File: config.mk
export PLATFORM = sky130hd
export DESIGN_NAME = day_counter
export DESIGN_NICKNAME = d
export VERILOG_FILES = /design/src/rtl/calendar_pkg.sv /design/src/rtl/days_in_month_calc.sv /design/src/rtl/day_counter.sv
export SDC_FILE = /design/constraint.sdc
export NUM_CORES = 1
export LEC_CHECK = 0
export ABC_AREA = 1
export BUFFER_PORTS_ARGS = -buffer_cell sky130_fd_sc_hd__buf_2
export CORE_MARGIN = 10
export CORE_UTILIZATION = 45
export CTS_CLUSTER_SIZE = 8
export DETAILED_ROUTE_END_ITERATION = 6
export GPL_TIMING_DRIVEN = 1
export PLACE_DENSITY = 0.8
export SLEW_MARGIN = 20
export SYNTH_ARGS = -nofsm -noshare
export SYNTH_HDL_FRONTEND = slang
export SYNTH_SLANG_ARGS = --single-unit
File: constraint.sdc
create_clock -name clk -period 5.27 [get_ports clk]
set_input_delay 1.054 -clock clk [delete_from_list [all_inputs] [get_ports clk]]
set_output_delay 1.054 -clock clk [all_outputs]
set_load 0.1 [all_outputs]
File: src/rtl/calendar_pkg.sv
// calendar_pkg: month numbering, month lengths and day width shared by the calendar chain.
package calendar_pkg;
    localparam int DAY_W         = 5;
    localparam int NUMS_OF_MONTH = 12;
    localparam logic [3:0] JAN = 4'd1;
    localparam logic [3:0] FEB = 4'd2;
    localparam logic [3:0] MAR = 4'd3;
    localparam logic [3:0] APR = 4'd4;
    localparam logic [3:0] MAY = 4'd5;
    localparam logic [3:0] JUN = 4'd6;
    localparam logic [3:0] JUL = 4'd7;
    localparam logic [3:0] AUG = 4'd8;
    localparam logic [3:0] SEP = 4'd9;
    localparam logic [3:0] OCT = 4'd10;
    localparam logic [3:0] NOV = 4'd11;
    localparam logic [3:0] DEC = 4'd12;
    localparam logic [DAY_W-1:0] DAYS_28 = 5'd28;
    localparam logic [DAY_W-1:0] DAYS_29 = 5'd29;
    localparam logic [DAY_W-1:0] DAYS_30 = 5'd30;
    localparam logic [DAY_W-1:0] DAYS_31 = 5'd31;
endpackage

File: src/rtl/days_in_month_calc.sv
// days_in_month_calc: Gregorian leap-year test and month-length decode.
// Out-of-range months decode as 31 days so a bad month never shortens the count.
module days_in_month_calc
    import calendar_pkg::*;
#(
    parameter int YEAR_W = 14
) (
    input  logic [3:0]        month,
    input  logic [YEAR_W-1:0] year,
    output logic [DAY_W-1:0]  days_in_month,
    output logic              is_leap
);
    logic div4, div100, div400;

    assign div4    = (year % YEAR_W'(4))   == '0;
    assign div100  = (year % YEAR_W'(100)) == '0;
    assign div400  = (year % YEAR_W'(400)) == '0;
    assign is_leap = div4 && (!div100 || div400);

    always_comb begin
        days_in_month = DAYS_31;
        case (month)
            FEB:               days_in_month = is_leap ? DAYS_29 : DAYS_28;
            APR, JUN, SEP, NOV: days_in_month = DAYS_30;
            default:           days_in_month = DAYS_31;
        endcase
    end
endmodule

File: src/rtl/day_counter.sv
// day_counter: day-of-month register advanced by the hour carry or set-mode strobes,
// with clamping when a month/year edit shortens the current month.
module day_counter
    import calendar_pkg::*;
#(
    parameter int YEAR_W = 14
) (
    input  logic              clk,
    input  logic              rst_n,
    input  logic              inc,
    input  logic              dec,
    input  logic              ctrl_set,
    input  logic              carry_in_hour,
    input  logic [3:0]        month,
    input  logic [YEAR_W-1:0] year,
    output logic [DAY_W-1:0]  day_count,
    output logic [DAY_W-1:0]  days_in_month,
    output logic              carry_out
);
    logic [DAY_W-1:0] day_q, day_d;
    logic             at_end, is_leap;

    days_in_month_calc #(.YEAR_W(YEAR_W)) u_calc (
        .month         (month),
        .year          (year),
        .days_in_month (days_in_month),
        .is_leap       (is_leap)
    );

    assign at_end    = day_q >= days_in_month;
    assign carry_out = !ctrl_set && carry_in_hour && at_end;
    assign day_count = day_q;

    always_comb begin
        day_d = day_q;
        if (ctrl_set && inc)
            day_d = at_end ? DAY_W'(1) : day_q + DAY_W'(1);
        else if (ctrl_set && dec)
            day_d = (day_q <= DAY_W'(1)) ? days_in_month : day_q - DAY_W'(1);
        else if (!ctrl_set && carry_in_hour)
            day_d = at_end ? DAY_W'(1) : day_q + DAY_W'(1);
        else if (day_q > days_in_month)
            day_d = days_in_month;
    end

    always_ff @(posedge clk or negedge rst_n)
        if (!rst_n) day_q <= DAY_W'(1);
        else        day_q <= day_d;
endmodule
==> results.toml <==
[power_and_ir_drop]
p_int_mw = 0.676
peakVddDrop_mv = 0.221
switching_share_pct = 59.7
pwr-share-seq_pct = 5.7
finalPower_mw = 1.68
clkPwrFrac_pct = 4.2
p_per_area_nw_per_um2 = 521
switchingPower_mw = 1.00
combPwrFrac_pct = 90.1
leakagePower_nw = 1.68

[finish]
final_layout_size_suffix_gt1_share_pct = 56.4
design_area_um2 = 3220
synthToLayoutAreaGrowth_pct = 80.8
nets = 445
largest_register_ffs = 5
mostFrequentLayoutCells = "buf_4, nand2_1, inv_1"
final_common_cell = "buf_4"
antenna_cells = 0

[critical_path]
r2r-end = "day_count[3]$_DFFE_PN0P_"
start_kind = "primary input"
crit_type = "in -> out"
rrSetupSlack_ps = 2430
worstPathArrival_ps = 5600
slowest_delay_ps = 230
crit_fanout = 6
cpMostUsedCell = "nand2_4"
rr_worst_depth = 14
cp.required_ps = 4220
critical_path_buf_inv_count = 5
cp-end-kind = "output port"
r2r-start = "day_count[0]$_DFFE_PN1P_"
crit_start = "year[10]"
critPathCapture = "carry_out"
crit_slowest_cell = "o21ai_0"
crit_family = "simple AND/OR/NAND/NOR gates"
cp.depth = 43

[timing]
finalHoldViolations = 0
setup_violations = 7
timing.final.crit_share_pct = 126
max_slew_margin_pct = 29.5
maxSlewViolCount = 0
fmax_mhz = 150
fin_crit_ps = 6660
worst_slack_ps = -1390
rsz0062_at_grt = "yes"
finClkSkew_ps = 1.98
worst_slew_pin_slew_ps = 1050

[place]
dp_hpwl_mm = 3.93
globalplace.congestion = 0.879
dpl_cell_area_um2 = 2330
numPortBuffers = 31

[yosys]
synth_edf_count = 0
synth_cell_types = 35
seq_area_frac_synth_pct = 7.09
synthArstFlopShare_pct = 100
ys_ff_latch = 5
avgSynthCellArea_um2 = 5.81
yosys_warnings = 0
ys.flop_type = "dfrtp_1"
netlist_instances = 307
synth_area_um2 = 1780

[floorplanning]
fp.dieW_um = 82.9
chipHeight_um = 82.9
die_area_um2 = 6880
start_util_pct = 47.6
core_um2 = 3740
rows = 22
io_pins = 35

[cts]
htreeDepth = 1
cts_tree = "built"
clockBufferDepth = 2
numClockSinks = 5
path_clk_slew_ps = 40
cts_root_buffer = "clkbuf_8"
hold_buffers = 0
insertion_delay_ps = 220
numCtsBuffers = 3

[drt]
drcViolationCount = 0
viasPerCell = 5.96
vias = 2758
antenna_left = 0
wirelength_mm = 8.54
drtPass1Iterations = 6
drt_iter0_drc = 208
wl_per_cell_um = 18.5

[status]
violations = "setup timing"
status = "complete, but fails checks"

[grt]
grt_pass1_vias = 2306
grt_pass1_wl_mm = 10.1
track_usage_pct = 16.1
antenna_found_initial = 0
grt_max_degree = 10
grt_overflow = 0

[hold_path]
hp-class = "reg -> reg"

[job]
cap_violations = 0
## power groups by stage
stage | clock network [mW] | registers (mW) | logic [mW]
after detailed placement | 0 | 0.0934 | 0.903
after CTS | 0.0704 | 0.0929 | 1.12
after global routing | 0.0742 | 0.0991 | 1.59
after global placement | 0 | 0.0915 | 0.884
after floorplan | 0 | 0.225 | 0.580
final | 0.0700 | 0.0958 | 1.51
## worst min path at each step
stage	depth (start not counted)	startpoint	slack (ps)	endpoint
after floorplan	2	day_count[0]$_DFFE_PN1P_	740	day_count[0]$_DFFE_PN1P_
after global placement	2	day_count[0]$_DFFE_PN1P_	540	day_count[0]$_DFFE_PN1P_
after detailed placement	2	day_count[0]$_DFFE_PN1P_	540	day_count[0]$_DFFE_PN1P_
after CTS	2	day_count[0]$_DFFE_PN1P_	550	day_count[0]$_DFFE_PN1P_
after global routing	2	day_count[0]$_DFFE_PN1P_	590	day_count[0]$_DFFE_PN1P_
final	2	day_count[0]$_DFFE_PN1P_	550	day_count[0]$_DFFE_PN1P_
## worst min-delay path: stages (launching register included)
cell	delay, ps
dfstp_2	390
nand3_1	100
nand2_2	50
## layout make-up
| cell class | count | area, µm² |
|---|---|---|
| Clock buffer | 4 | 45.0 |
| Fill cell | 181 | 520 |
| Inverter | 53 | 211 |
| Multi-Input combinational cell | 249 | 1970 |
| Sequential cell | 5 | 126 |
| Tap cell | 48 | 60.1 |
| Timing Repair Buffer | 104 | 815 |
## metal layers
| layer | track usage (%) | vias to the layer above | share of wire [%] |
|---|---|---|---|
| met5 | 0 | - | 0 |
| met4 | 5.54 | 0 | 8.3 |
| met3 | 1.95 | 81 | 7.4 |
| met2 | 31.1 | 222 | 51 |
| met1 | 17.0 | 1240 | 34 |
| li1 | - | 1215 | - |
## Yosys cell counts (2+ instances only)
cell	instances	share of area, %
nand2_1	83	17
inv_1	47	9.9
nand3_1	33	9.3
nand2_2	23	8.1
o21ai_0	15	4.2
nor2_1	12	2.5
nand2_4	11	6.9
nand4_1	10	3.5
o21ai_1	7	2.0
a21oi_1	6	1.7
inv_2	6	1.3
xor2_1	6	2.9
ha_1	5	3.5
dfrtp_1	4	5.6
nand3_2	4	2.2
nor2_4	4	2.5
buf_4	3	1.3
nand3b_1	3	1.3
nor3_1	3	0.84
o211ai_1	3	1.3
nand4_2	2	1.4
nand4_4	2	2.4
nor2_2	2	0.70
xnor2_1	2	0.98
## stage by stage
step	hold WS (ps)	TNS (ps)	setup slack [ps]	utilization, %	cells
6_report	551	-8930	-1390	86.1	463
5_1_grt	591	-11120	-1680	86.1	463
4_1_cts	550	-5100	-873	75.1	445
3_5_place_dp	544	-3090	-1020	62.2	416
3_3_place_gp	535	-1980	-856	62.2	416
2_1_floorplan	741	-862	-862	-	309
## what timing repair did
| action | 4_1_cts | 5_1_grt |
|---|---|---|
| buffers inserted | 25 | 19 |
| endpoints found under the setup margin | 7 | 7 |
| pin swaps | 23 | 63 |
| gates resized for setup | 72 | 71 |
| cloned | 0 | 1 |
## kinds of logic (layout without fill, tap and decap cells)
family	count (synthesis)	in the layout	synth area share [%]
simple gates	196	197	61.4
buf+inv	56	161	12.4
compound gates	36	36	11.4
xor+xnor	8	8	3.93
fa+ha+maj	5	5	3.51
flops	5	5	7.09
other cells	1	3	0.210
Note: power is estimated with default switching activity, not from simulation.
